<file path="config.mk">
export PLATFORM = sky130hd
export DESIGN_NAME = apb_uart_lite
export DESIGN_NICKNAME = d
export VERILOG_FILES = /design/src/rtl/apb_uart_lite_pkg.sv /design/src/rtl/uart_sync_fifo.sv /design/src/rtl/apb_uart_lite.sv
export SDC_FILE = /design/constraint.sdc
export NUM_CORES = 1
export LEC_CHECK = 0
export CORE_ASPECT_RATIO = 0.5
export CORE_MARGIN = 10
export CORE_UTILIZATION = 47
export DETAILED_ROUTE_END_ITERATION = 6
export GPL_TIMING_DRIVEN = 0
export PLACE_DENSITY_LB_ADDON = 0.2
export SYNTH_ARGS = -nofsm -noshare
export SYNTH_HDL_FRONTEND = slang
export SYNTH_SLANG_ARGS = --single-unit
</file>
<file path="constraint.sdc">
create_clock -name clk_i -period 4.1 [get_ports clk_i]
set_input_delay 0.41 -clock clk_i [delete_from_list [all_inputs] [get_ports clk_i]]
set_output_delay 0.41 -clock clk_i [all_outputs]
set_load 0.03 [all_outputs]
</file>
<file path="src/rtl/apb_uart_lite_pkg.sv">
// Shared register map, bit positions and FSM state types for the APB UART.
package apb_uart_lite_pkg;

  localparam logic [2:0] REG_DATA   = 3'd0;
  localparam logic [2:0] REG_STATUS = 3'd1;
  localparam logic [2:0] REG_CTRL   = 3'd2;
  localparam logic [2:0] REG_BAUD   = 3'd3;

  localparam int ST_TX_FULL    = 0;
  localparam int ST_TX_EMPTY   = 1;
  localparam int ST_RX_FULL    = 2;
  localparam int ST_RX_EMPTY   = 3;
  localparam int ST_RX_OVERRUN = 4;
  localparam int ST_FRAME_ERR  = 5;
  localparam int ST_TX_BUSY    = 6;

  localparam int CTRL_TX_EN      = 0;
  localparam int CTRL_RX_EN      = 1;
  localparam int CTRL_IRQ_RX     = 2;
  localparam int CTRL_IRQ_TXDONE = 3;

  localparam logic [15:0] BAUD_MIN = 16'd3;

  typedef enum logic [1:0] {TX_IDLE, TX_START, TX_DATA, TX_STOP} tx_state_e;
  typedef enum logic [1:0] {RX_IDLE, RX_START, RX_DATA, RX_STOP} rx_state_e;

  // Divisors below the minimum leave no room for a mid-bit RX sample.
  function automatic logic [15:0] clamp_baud(input logic [15:0] v);
    return (v < BAUD_MIN) ? BAUD_MIN : v;
  endfunction

endpackage

</file>
<file path="src/rtl/uart_sync_fifo.sv">
// Single-clock FIFO with a combinational head so a pop can return its data in the same cycle.
module uart_sync_fifo #(
  parameter int WIDTH = 8,
  parameter int DEPTH = 8
) (
  input  logic                     clk_i,
  input  logic                     rst_i,
  input  logic                     push_i,
  input  logic [WIDTH-1:0]         wdata_i,
  input  logic                     pop_i,
  output logic [WIDTH-1:0]         rdata_o,
  output logic                     full_o,
  output logic                     empty_o,
  output logic [$clog2(DEPTH):0]   count_o
);
  localparam int AW = $clog2(DEPTH);
  localparam int CW = AW + 1;
  localparam logic [CW-1:0] FULL_CNT = CW'(DEPTH);

  logic [WIDTH-1:0] mem_q [DEPTH];
  logic [AW-1:0]    wr_ptr_q, rd_ptr_q;
  logic [CW-1:0]    count_q;
  logic             do_push, do_pop;

  assign full_o  = (count_q == FULL_CNT);
  assign empty_o = (count_q == '0);
  // Full/empty come from the pre-cycle count, so a push on full is refused even alongside a pop.
  assign do_push = push_i & ~full_o;
  assign do_pop  = pop_i & ~empty_o;
  assign rdata_o = mem_q[rd_ptr_q];
  assign count_o = count_q;

  always_ff @(posedge clk_i) begin
    if (rst_i) begin
      wr_ptr_q <= '0;
      rd_ptr_q <= '0;
      count_q  <= '0;
    end else begin
      if (do_push) wr_ptr_q <= wr_ptr_q + AW'(1);
      if (do_pop)  rd_ptr_q <= rd_ptr_q + AW'(1);
      case ({do_push, do_pop})
        2'b10:   count_q <= count_q + CW'(1);
        2'b01:   count_q <= count_q - CW'(1);
        default: count_q <= count_q;
      endcase
    end
  end

  always_ff @(posedge clk_i) begin
    if (do_push) mem_q[wr_ptr_q] <= wdata_i;
  end

endmodule

</file>
<file path="src/rtl/apb_uart_lite.sv">
// Zero-wait-state APB3 UART (8N1): TX/RX FIFOs, programmable baud divider, one level interrupt.
module apb_uart_lite
  import apb_uart_lite_pkg::*;
#(
  parameter int          APB_ADDR_WIDTH = 12,
  parameter int          FIFO_DEPTH     = 8,
  parameter logic [15:0] DEFAULT_DIV    = 16'd867
) (
  input  logic                      clk_i,
  input  logic                      rst_i,
  input  logic                      psel_i,
  input  logic                      penable_i,
  input  logic                      pwrite_i,
  input  logic [APB_ADDR_WIDTH-1:0] paddr_i,
  input  logic [31:0]               pwdata_i,
  output logic [31:0]               prdata_o,
  output logic                      pready_o,
  output logic                      pslverr_o,
  output logic                      irq_o,
  output logic                      tx_o,
  input  logic                      rx_i
);
  localparam int CW = $clog2(FIFO_DEPTH) + 1;

  logic access, wr_acc, rd_acc;
  logic [2:0] reg_sel;
  logic [3:0] ctrl_q;
  logic [15:0] baud_q;
  logic overrun_q, frame_err_q, irq_q;

  tx_state_e tx_state_q;
  logic [15:0] tx_cnt_q, tx_div_q;
  logic [2:0] tx_bit_q;
  logic [7:0] tx_shift_q;
  logic tx_q, tx_bit_end, tx_start, tx_busy;

  rx_state_e rx_state_q;
  logic [15:0] rx_cnt_q, rx_div_q;
  logic [2:0] rx_bit_q;
  logic [7:0] rx_shift_q;
  logic rx_meta_q, rx_s_q, rx_sample, rx_stop_hit;
  logic rx_set_overrun, rx_set_frame;

  logic tx_push, tx_pop, tx_full, tx_empty;
  logic rx_push, rx_pop, rx_full, rx_empty;
  logic [7:0] tx_head, rx_head;
  logic [CW-1:0] tx_count, rx_count;
  logic unused_bits;

  assign access   = psel_i & penable_i;
  assign wr_acc   = access & pwrite_i;
  assign rd_acc   = access & ~pwrite_i;
  assign reg_sel  = paddr_i[4:2];
  assign pready_o = 1'b1;
  assign tx_o     = tx_q;
  assign irq_o    = irq_q;

  assign tx_push    = wr_acc && (reg_sel == REG_DATA);
  assign rx_pop     = rd_acc && (reg_sel == REG_DATA);
  assign tx_busy    = (tx_state_q != TX_IDLE);
  assign tx_bit_end = (tx_cnt_q == tx_div_q);
  // A frame launches from IDLE or straight out of the last STOP clock, giving gapless streaming.
  assign tx_start   = ctrl_q[CTRL_TX_EN] & ~tx_empty &
                      ((tx_state_q == TX_IDLE) | ((tx_state_q == TX_STOP) & tx_bit_end));
  assign tx_pop     = tx_start;

  assign rx_sample      = (rx_cnt_q == '0);
  assign rx_stop_hit    = ctrl_q[CTRL_RX_EN] && (rx_state_q == RX_STOP) && rx_sample;
  assign rx_push        = rx_stop_hit & rx_s_q & ~rx_full;
  assign rx_set_overrun = rx_stop_hit & rx_s_q & rx_full;
  assign rx_set_frame   = rx_stop_hit & ~rx_s_q;

  assign unused_bits = ^{paddr_i[APB_ADDR_WIDTH-1:5], paddr_i[1:0], pwdata_i[31:16], tx_count, rx_count};

  uart_sync_fifo #(.WIDTH(8), .DEPTH(FIFO_DEPTH)) u_tx_fifo (
    .clk_i(clk_i), .rst_i(rst_i), .push_i(tx_push), .wdata_i(pwdata_i[7:0]), .pop_i(tx_pop),
    .rdata_o(tx_head), .full_o(tx_full), .empty_o(tx_empty), .count_o(tx_count)
  );

  uart_sync_fifo #(.WIDTH(8), .DEPTH(FIFO_DEPTH)) u_rx_fifo (
    .clk_i(clk_i), .rst_i(rst_i), .push_i(rx_push), .wdata_i(rx_shift_q), .pop_i(rx_pop),
    .rdata_o(rx_head), .full_o(rx_full), .empty_o(rx_empty), .count_o(rx_count)
  );

  always_comb begin
    prdata_o  = '0;
    pslverr_o = 1'b0;
    if (access) begin
      case (reg_sel)
        REG_DATA: begin
          if (pwrite_i)      pslverr_o = tx_full;
          else if (rx_empty) pslverr_o = 1'b1;
          else               prdata_o  = {24'b0, rx_head};
        end
        REG_STATUS: if (!pwrite_i) prdata_o = {25'b0, tx_busy, frame_err_q, overrun_q,
                                               rx_empty, rx_full, tx_empty, tx_full};
        REG_CTRL:   if (!pwrite_i) prdata_o = {28'b0, ctrl_q};
        REG_BAUD:   if (!pwrite_i) prdata_o = {16'b0, baud_q};
        default:    pslverr_o = 1'b1;
      endcase
    end
  end

  always_ff @(posedge clk_i) begin
    if (rst_i) begin
      ctrl_q      <= '0;
      baud_q      <= DEFAULT_DIV;
      overrun_q   <= 1'b0;
      frame_err_q <= 1'b0;
      irq_q       <= 1'b0;
    end else begin
      if (wr_acc && reg_sel == REG_CTRL) ctrl_q <= pwdata_i[3:0];
      if (wr_acc && reg_sel == REG_BAUD) baud_q <= clamp_baud(pwdata_i[15:0]);
      // A new error in the same cycle as its W1C wins, so no event is lost.
      if (wr_acc && reg_sel == REG_STATUS && pwdata_i[ST_RX_OVERRUN]) overrun_q <= 1'b0;
      if (wr_acc && reg_sel == REG_STATUS && pwdata_i[ST_FRAME_ERR])  frame_err_q <= 1'b0;
      if (rx_set_overrun) overrun_q   <= 1'b1;
      if (rx_set_frame)   frame_err_q <= 1'b1;
      irq_q <= (ctrl_q[CTRL_IRQ_RX] & (~rx_empty | overrun_q | frame_err_q)) |
               (ctrl_q[CTRL_IRQ_TXDONE] & tx_empty & ~tx_busy);
    end
  end

  always_ff @(posedge clk_i) begin
    if (rst_i) begin
      tx_state_q <= TX_IDLE;
      tx_q       <= 1'b1;
      tx_cnt_q   <= '0;
      tx_div_q   <= '0;
      tx_bit_q   <= '0;
      tx_shift_q <= '0;
    end else begin
      tx_cnt_q <= tx_cnt_q + 16'd1;
      case (tx_state_q)
        TX_IDLE: ;
        TX_START: if (tx_bit_end) begin
          tx_state_q <= TX_DATA;
          tx_cnt_q   <= '0;
          tx_bit_q   <= '0;
          tx_q       <= tx_shift_q[0];
        end
        TX_DATA: if (tx_bit_end) begin
          tx_cnt_q <= '0;
          if (tx_bit_q == 3'd7) begin
            tx_state_q <= TX_STOP;
            tx_q       <= 1'b1;
          end else begin
            tx_bit_q   <= tx_bit_q + 3'd1;
            tx_shift_q <= {1'b0, tx_shift_q[7:1]};
            tx_q       <= tx_shift_q[1];
          end
        end
        TX_STOP: if (tx_bit_end) tx_state_q <= TX_IDLE;
      endcase
      if (tx_start) begin
        tx_state_q <= TX_START;
        tx_q       <= 1'b0;
        tx_cnt_q   <= '0;
        tx_div_q   <= baud_q;
        tx_shift_q <= tx_head;
      end
    end
  end

  always_ff @(posedge clk_i) begin
    if (rst_i) begin
      rx_meta_q  <= 1'b1;
      rx_s_q     <= 1'b1;
      rx_state_q <= RX_IDLE;
      rx_cnt_q   <= '0;
      rx_div_q   <= '0;
      rx_bit_q   <= '0;
      rx_shift_q <= '0;
    end else begin
      rx_meta_q <= rx_i;
      rx_s_q    <= rx_meta_q;
      if (!ctrl_q[CTRL_RX_EN]) begin
        rx_state_q <= RX_IDLE;
      end else begin
        case (rx_state_q)
          RX_IDLE: if (!rx_s_q) begin
            rx_state_q <= RX_START;
            rx_cnt_q   <= baud_q >> 1;
            rx_div_q   <= baud_q;
          end
          RX_START: begin
            if (!rx_sample) rx_cnt_q <= rx_cnt_q - 16'd1;
            else if (rx_s_q) rx_state_q <= RX_IDLE;
            else begin
              rx_state_q <= RX_DATA;
              rx_cnt_q   <= rx_div_q;
              rx_bit_q   <= '0;
            end
          end
          RX_DATA: begin
            if (!rx_sample) rx_cnt_q <= rx_cnt_q - 16'd1;
            else begin
              rx_shift_q <= {rx_s_q, rx_shift_q[7:1]};
              rx_cnt_q   <= rx_div_q;
              rx_bit_q   <= rx_bit_q + 3'd1;
              if (rx_bit_q == 3'd7) rx_state_q <= RX_STOP;
            end
          end
          RX_STOP: begin
            if (!rx_sample) rx_cnt_q <= rx_cnt_q - 16'd1;
            else rx_state_q <= RX_IDLE;
          end
        endcase
      end
    end
  end

endmodule

</file>
==> run summary, run 1 <==
Total routed wirelength - 30.9 mm
Crit start category - flip-flop
Vias per inst - 5.65
Max FO, Critical Path - 10
Clock Sinks - 270
Hpwl dp - 21.9 mm
DRC - 0
Seq/Total Area, Yosys - 54.8%
H-tree levels - 1
Post-CTS Setup Bufs - 0
Maxcap violations - 0
GPL Wtd Cong - 0.907
Initial core utilization - 48.1%
Chip Width - 248 um
Total track usage - 18.3%
DR vias - 8694
Crit path DAT - 3400 ps
Post-synth ARST share - 0%
Highest routed layer - met4
Worst setup EP type - output port
Status - completed
DIE HEIGHT - 134 um
DRT iter0 DRCs - 712
CTS clk-pin slew, worst paths - 70 ps
Yosys reg bits - 270
Inserted Clock Buffers - 24
Fill cell count - 2182
First-pass GRT wire length - 47.9 mm
Met1 WL - 14.2 mm
Core ar. - 0.0253 sq mm
Met3 routed WL - 2.15 mm
PwrDens - 422 mW/mm^2
Worst-Margin Slew - 1110 ps
Flop2flop setup slack - 640 ps
Row Count - 41
P_leak - 4.96 nW
Vias in the first global route - 8398
Layout Nets - 1253
Post-DRT Antenna Nets - 0
# port buffers - 39
Register area - 0.00669 sq mm
Area growth, synth to finish - 14.5%
Hold Crit Class - flip-flop to flip-flop
Critical path required time - 3690 ps
Total negative slack - 0 ps
Initial antenna violation count - 0
Worst skew pair latency - 540 ps
Clock skew - 15.2 ps
Clock Tree Root - clkbuf_16
RSZ-0062 raised after global routing - false
Post-Synthesis Cell Area - 0.0122 sq mm
TritonCTS clock tree - done
Pin count of the biggest net entering global routing - 17
Max Slew Vio Count - 0
Wire per inst - 20.1 um
Ys Warns - 0
Worst VDD drop - 0.264 mV
Synth Instances - 1094
Crit share post-route - 93.0%
Clock Tree Buf Depth - 3
EDFF count, synth - 128
Main synth FF type - dfxtp_1
# IOs - 86
Setup CP Type - flip-flop to output port
Final setup violation count - 0
Drt pass-1 iters - 4
Die ar. - 0.0332 sq mm
Post-route cell area - 0.0140 sq mm
Final hold violation count - 0
Grt total ovfl - 0
Met2 wire len - 13.8 mm
Max Freq - 262 MHz
Multi-input logic area - 0.00516 sq mm
Fraction of final layout cells sized beyond drive strength 1 - 11.8%
Yosys cell types - 70
Worst relative slew slack - 25.3%
Cell Area, Placed - 0.0131 sq mm
Synth Area per Inst - 11.1 sq um
Crit path time final - 3810 ps
==> worst max-delay path, stage by stage (launching register included) <==
cell             delay (ps)
dfxtp_1                 320
clkbuf_1                430
clkbuf_4                420
mux4_2                  540
mux2i_1                 160
nor2_1                   60
a31oi_1                 190
nor2_1                  110
clkdlybuf4s50_1         630
==> path summary, 6_finish.rpt <==
| check | startpoint | depth (start not counted) | end |
|---|---|---|---|
| max | flip-flop | 8 | prdata_o[7] |
| min | rx_meta_q$_SDFF_PP1_ | 1 | rx_s_q$_SDFF_PP1_ |
| max reg2reg | rx_state_q[0]$_SDFFE_PP0P_ | 13 | u_rx_fifo.count_o[3]$_SDFFE_PP0P_ |
| min reg2reg | rx_meta_q$_SDFF_PP1_ | 1 | rx_s_q$_SDFF_PP1_ |
==> flip-flops by register name (all words and copies together), names as in the netlist, 2 cells and up, named ones only <==
register,count
baud_q,16
ctrl_q,4
rx_bit_q,3
rx_cnt_q,16
rx_div_q,16
rx_shift_q,8
tx_bit_q,3
tx_cnt_q,16
tx_div_q,16
tx_shift_q,8
tx_state_q,2
u_rx_fifo.count_o,4
u_rx_fifo.mem_q,64
u_rx_fifo.rd_ptr_q,3
u_rx_fifo.wr_ptr_q,3
u_tx_fifo.count_o,4
u_tx_fifo.mem_q,64
u_tx_fifo.rd_ptr_q,3
u_tx_fifo.wr_ptr_q,3
==> logic make-up (layout without fill, tap and decap cells) <==
family / count (synthesis) / in the layout / synth area share (%)
AND/OR/NAND/NOR: 370 / 370 / 14.6
flip-flops: 270 / 270 / 54.8
AO/OA/AOI/OAI: 189 / 189 / 9.68
buffers and inverters: 95 / 179 / 3.61
multiplexers: 88 / 88 / 10.6
XOR/XNOR: 52 / 52 / 3.74
adder cells (fa/ha/maj): 28 / 28 / 2.93
other: 2 / 18 / 0.0616
==> power by group <==
group	internal, mW	switching, mW	total (mW)
clock	1.39	1.03	2.41
combinational	0.199	0.345	0.544
sequential	2.88	0.0607	2.94
==> through the flow <==
stage                     cells  hold WS [ps]  power [mW]  setup slack (ps)  util (%)
after global routing       1537           452        6.09              22.5      55.1
final                      1538           412        5.89               288      55.1
after floorplan            1109           389        3.35              1180         -
after detailed placement   1493           393        3.53               638      51.7
after CTS                  1537           412        5.93               129      55.0
after global placement     1492           398        3.52               191      51.6
==> cell usage after synthesis (10+ instances only) <==
| library cell | count | area share, % |
|---|---|---|
| clkbuf_1 | 40 | 1.2 |
| nor2_1 | 112 | 3.4 |
| nand2b_1 | 10 | 0.51 |
| and2_1 | 11 | 0.56 |
| ha_1 | 27 | 2.8 |
| a21oi_1 | 64 | 2.6 |
| nor4_1 | 12 | 0.62 |
| nor3_1 | 22 | 0.90 |
| mux2i_1 | 51 | 4.2 |
| xnor2_1 | 17 | 1.2 |
| xor2_1 | 35 | 2.5 |
| inv_1 | 23 | 0.71 |
| buf_4 | 17 | 1.0 |
| nand3_1 | 18 | 0.74 |
| edfxtp_1 | 128 | 32 |
| o21ai_0 | 47 | 1.9 |
| nand2_1 | 125 | 3.8 |
| dfxtp_1 | 142 | 23 |
| mux4_2 | 32 | 5.9 |
==> final cells by class <==
cell class              count  area share, %
diodes                      1         0.0179
plain buffers              70           2.50
clock buffers              32           4.97
clock inverters            12           1.03
inverters                  25          0.672
multi-input cells         744           37.0
flip-flops and latches    270           47.9
well taps                 344           3.08
repair buffers             40           2.85
==> what timing repair did <==
item                       4_1_cts  5_1_grt
hold buffers                     0        0
gates resized for setup          0        1
setup endpoints to repair        0        1
==> metal layers <==
metal,up-vias,track usage [%]
met5,-,0
met4,0,5.52
met3,59,3.96
met2,267,28.5
met1,4271,25.0
li1,4097,-
==> cells in the final DEF (no fill, tap or decap), types with 35 or more instances in the layout <==
cell type | Yosys | final
edfxtp_1 | 128 | 128
mux2i_1 | 51 | 51
o21ai_0 | 47 | 47
xor2_1 | 35 | 35
nand2_1 | 125 | 125
clkdlybuf4s50_1 | 0 | 39
dfxtp_1 | 142 | 142
nor2_1 | 112 | 112
a21oi_1 | 64 | 64
clkbuf_1 | 40 | 43
Note: power is estimated with default switching activity, not from simulation.
==> inputs of run 2 (changes only) <==
--- a/config.mk
+++ b/config.mk
@@ -5,6 +5,7 @@
 export SDC_FILE = /design/constraint.sdc
 export NUM_CORES = 1
 export LEC_CHECK = 0
+export CAP_MARGIN = 10
 export CORE_ASPECT_RATIO = 0.5
 export CORE_MARGIN = 10
 export CORE_UTILIZATION = 47
==> run 2 against run 1 <==
Register-to-register slack lost 50 ps. Global-route usage is essentially flat. Worst setup slack gained 22 ps. Non-clock buffer count grew 2. Via count shrank 0.49%.
==> run summary, run 2 (synthesis results as in run 1) <==
Core ar. - 0.0253 sq mm (unchanged)
DR vias - 8651 (-0.49%)
Layout Nets - 1255 (+0.16%)
Post-DRT Antenna Nets - 0 (unchanged)
Status - completed
Max FO, Critical Path - 10 (unchanged)
Hpwl dp - 22.0 mm (+0.37%)
P_leak - 4.95 nW (about the same)
Delay-heaviest family, CP - buffers and inverters
Worst VDD drop - 0.284 mV (+7.5%)
Crit path time final - 3790 ps (-22.2 ps)
Setup slack after layout - 310 ps (+22.2 ps)
Post-CTS sizing - 0 (unchanged)
TritonCTS clock tree - done
Max Freq - 264 MHz (+0.59%)
DIE HEIGHT - 134 um (unchanged)
Largest stage delay, worst path - 640 ps (about the same)
R2r worst-path depth - 13 (unchanged)
Post-CTS Setup Bufs - 0 (unchanged)
Vias in the first global route - 8349 (-0.58%)
CTS clk-pin slew, worst paths - 70 ps (about the same)
Initial core utilization - 48.1% (unchanged)
DRC - 0 (unchanged)
Top Registers - u_rx_fifo.mem_q: 64 flops, u_tx_fifo.mem_q: 64 flops
Crit share post-route - 92.4% (-0.54 points)
Total track usage - 18.3% (about the same)
Crit path DAT - 3380 ps (-20 ps)
Hold_buf cts - 0 (unchanged)
Fill cell count - 2174 (-0.37%)
Setup Slack @ Placement - 637 ps (-0.199 ps)
CP dominant cell by count - nor2_1
Max Slew Vio Count - 0 (unchanged)
Wire per inst - 20.1 um (-0.14%)
Inserted Clock Buffers - 24 (unchanged)
Initial antenna violation count - 1 (+1)
Row Count - 41 (unchanged)
Clock Tree Root - clkbuf_16
Critical path required time - 3690 ps (about the same)
# IOs - 86 (unchanged)
RSZ-0062 raised after global routing - false
Chip Width - 248 um (unchanged)
DRT iter0 DRCs - 746 (+4.8%)
# port buffers - 39 (unchanged)
Grt total ovfl - 0 (unchanged)
Final hold violation count - 0 (unchanged)
Clock Sinks - 270 (unchanged)
First-pass GRT wire length - 47.8 mm (-0.21%)
Maxcap violations - 0 (unchanged)
Clock Tree Buf Depth - 3 (unchanged)
PwrDens - 417 mW/mm^2 (-1.3%)
Worst skew pair latency - 530 ps (about the same)
Crit start category - flip-flop
Pin count of the biggest net entering global routing - 17 (unchanged)
Hold Crit Class - flip-flop to flip-flop
GPL Wtd Cong - 0.907 (unchanged)
Fin Hold WS - 416 ps (+3.98 ps)
Drt pass-1 iters - 5 (+1)
Worst-Margin Slew - 1120 ps (+5.28 ps)
Total power - 5.81 mW (-1.4%)
Clock skew - 16.4 ps (+1.18 ps)
Die ar. - 0.0332 sq mm (unchanged)
H-tree levels - 1 (unchanged)
Crit path depth - 8 (unchanged)
Fraction of final layout cells sized beyond drive strength 1 - 11.6% (-0.19 points)
Slowest CP cell - clkdlybuf4s50_1
Worst setup EP type - output port
Worst relative slew slack - 25.0% (-0.35 points)
Setup CP Type - flip-flop to output port
Vias per inst - 5.62 (-0.62%)
Area growth, synth to finish - 14.3%
Most common cell after layout, fill and taps aside - dfxtp_1
Final setup violation count - 0 (unchanged)
Critical path, cell by cell - clkbuf_1 > clkbuf_4 > mux4_2 > mux2i_1 > nor2_1 > a31oi_1 > nor2_1 > clkdlybuf4s50_1
Buffer and inverter count on the worst path - 3 (unchanged)
Most frequent cells in the layout - dfxtp_1, edfxtp_1, nand2_1
Total negative slack - 0 ps (unchanged)
Total routed wirelength - 30.9 mm (about the same)
Hold depth - 1 (unchanged)
[run 2: cell types whose count changed in the layout (fill, tap and decap cells not counted)]
cell | previous run | this run
bufinv_16 | 3 | 1
nor3_1 | 16 | 18
nor3_2 | 9 | 7
clkbuf_8 | 2 | 5
clkinv_4 | 0 | 1
clkbuf_1 | 43 | 45
inv_6 | 0 | 1
buf_4 | 18 | 19
clkinvlp_4 | 4 | 1
buf_2 | 8 | 9
clkinv_2 | 4 | 2
[run 2: worst paths after layout]
path,to,from,slack [ps]
worst min-delay path,rx_s_q$_SDFF_PP1_,rx_meta_q$_SDFF_PP1_,420
worst max register to register,u_rx_fifo.count_o[3]$_SDFFE_PP0P_,rx_state_q[0]$_SDFFE_PP0P_,590
worst min register to register,rx_s_q$_SDFF_PP1_,rx_meta_q$_SDFF_PP1_,420
worst max-delay path,prdata_o[7],flip-flop,310
[run 2: through the flow]
step	util, %	area [sq um]	std cells
4_1_cts	55.0	13900	1539
5_1_grt	55.0	13900	1539
6_report	55.0	13900	1540
3_3_place_gp	51.6	13100	1492
3_5_place_dp	51.8	13100	1495
2_1_floorplan	-	12200	1109
[run 2: power breakdown]
part | switching (mW) | leakage, nW | internal (mW)
Combinational | 0.344 | 2.24 | 0.198
Clock | 1.01 | 0.402 | 1.32
Sequential | 0.0615 | 2.31 | 2.88
[run 2: area by class of cell]
| type | instances | area (sq um) | share of cell area [%] |
|---|---|---|---|
| flip-flops and latches | 270 | 6690 | 48.0 |
| multi-input cells | 744 | 5150 | 37.0 |
| clock buffers | 37 | 743 | 5.33 |
| well taps | 344 | 430 | 3.09 |
| repair buffers | 42 | 410 | 2.94 |
| plain buffers | 70 | 349 | 2.50 |
| inverters | 25 | 93.8 | 0.673 |
| clock inverters | 7 | 68.8 | 0.494 |
| diodes | 1 | 2.50 | 0.0180 |
[run 2: per-layer routing]
metal	vias to the layer above	track usage (%)	share of wire (%)
met3	44	3.63	6.7
li1	4092	-	-
met5	-	0	0
met4	0	4.61	2.1
met2	262	28.9	45
met1	4253	25.2	46
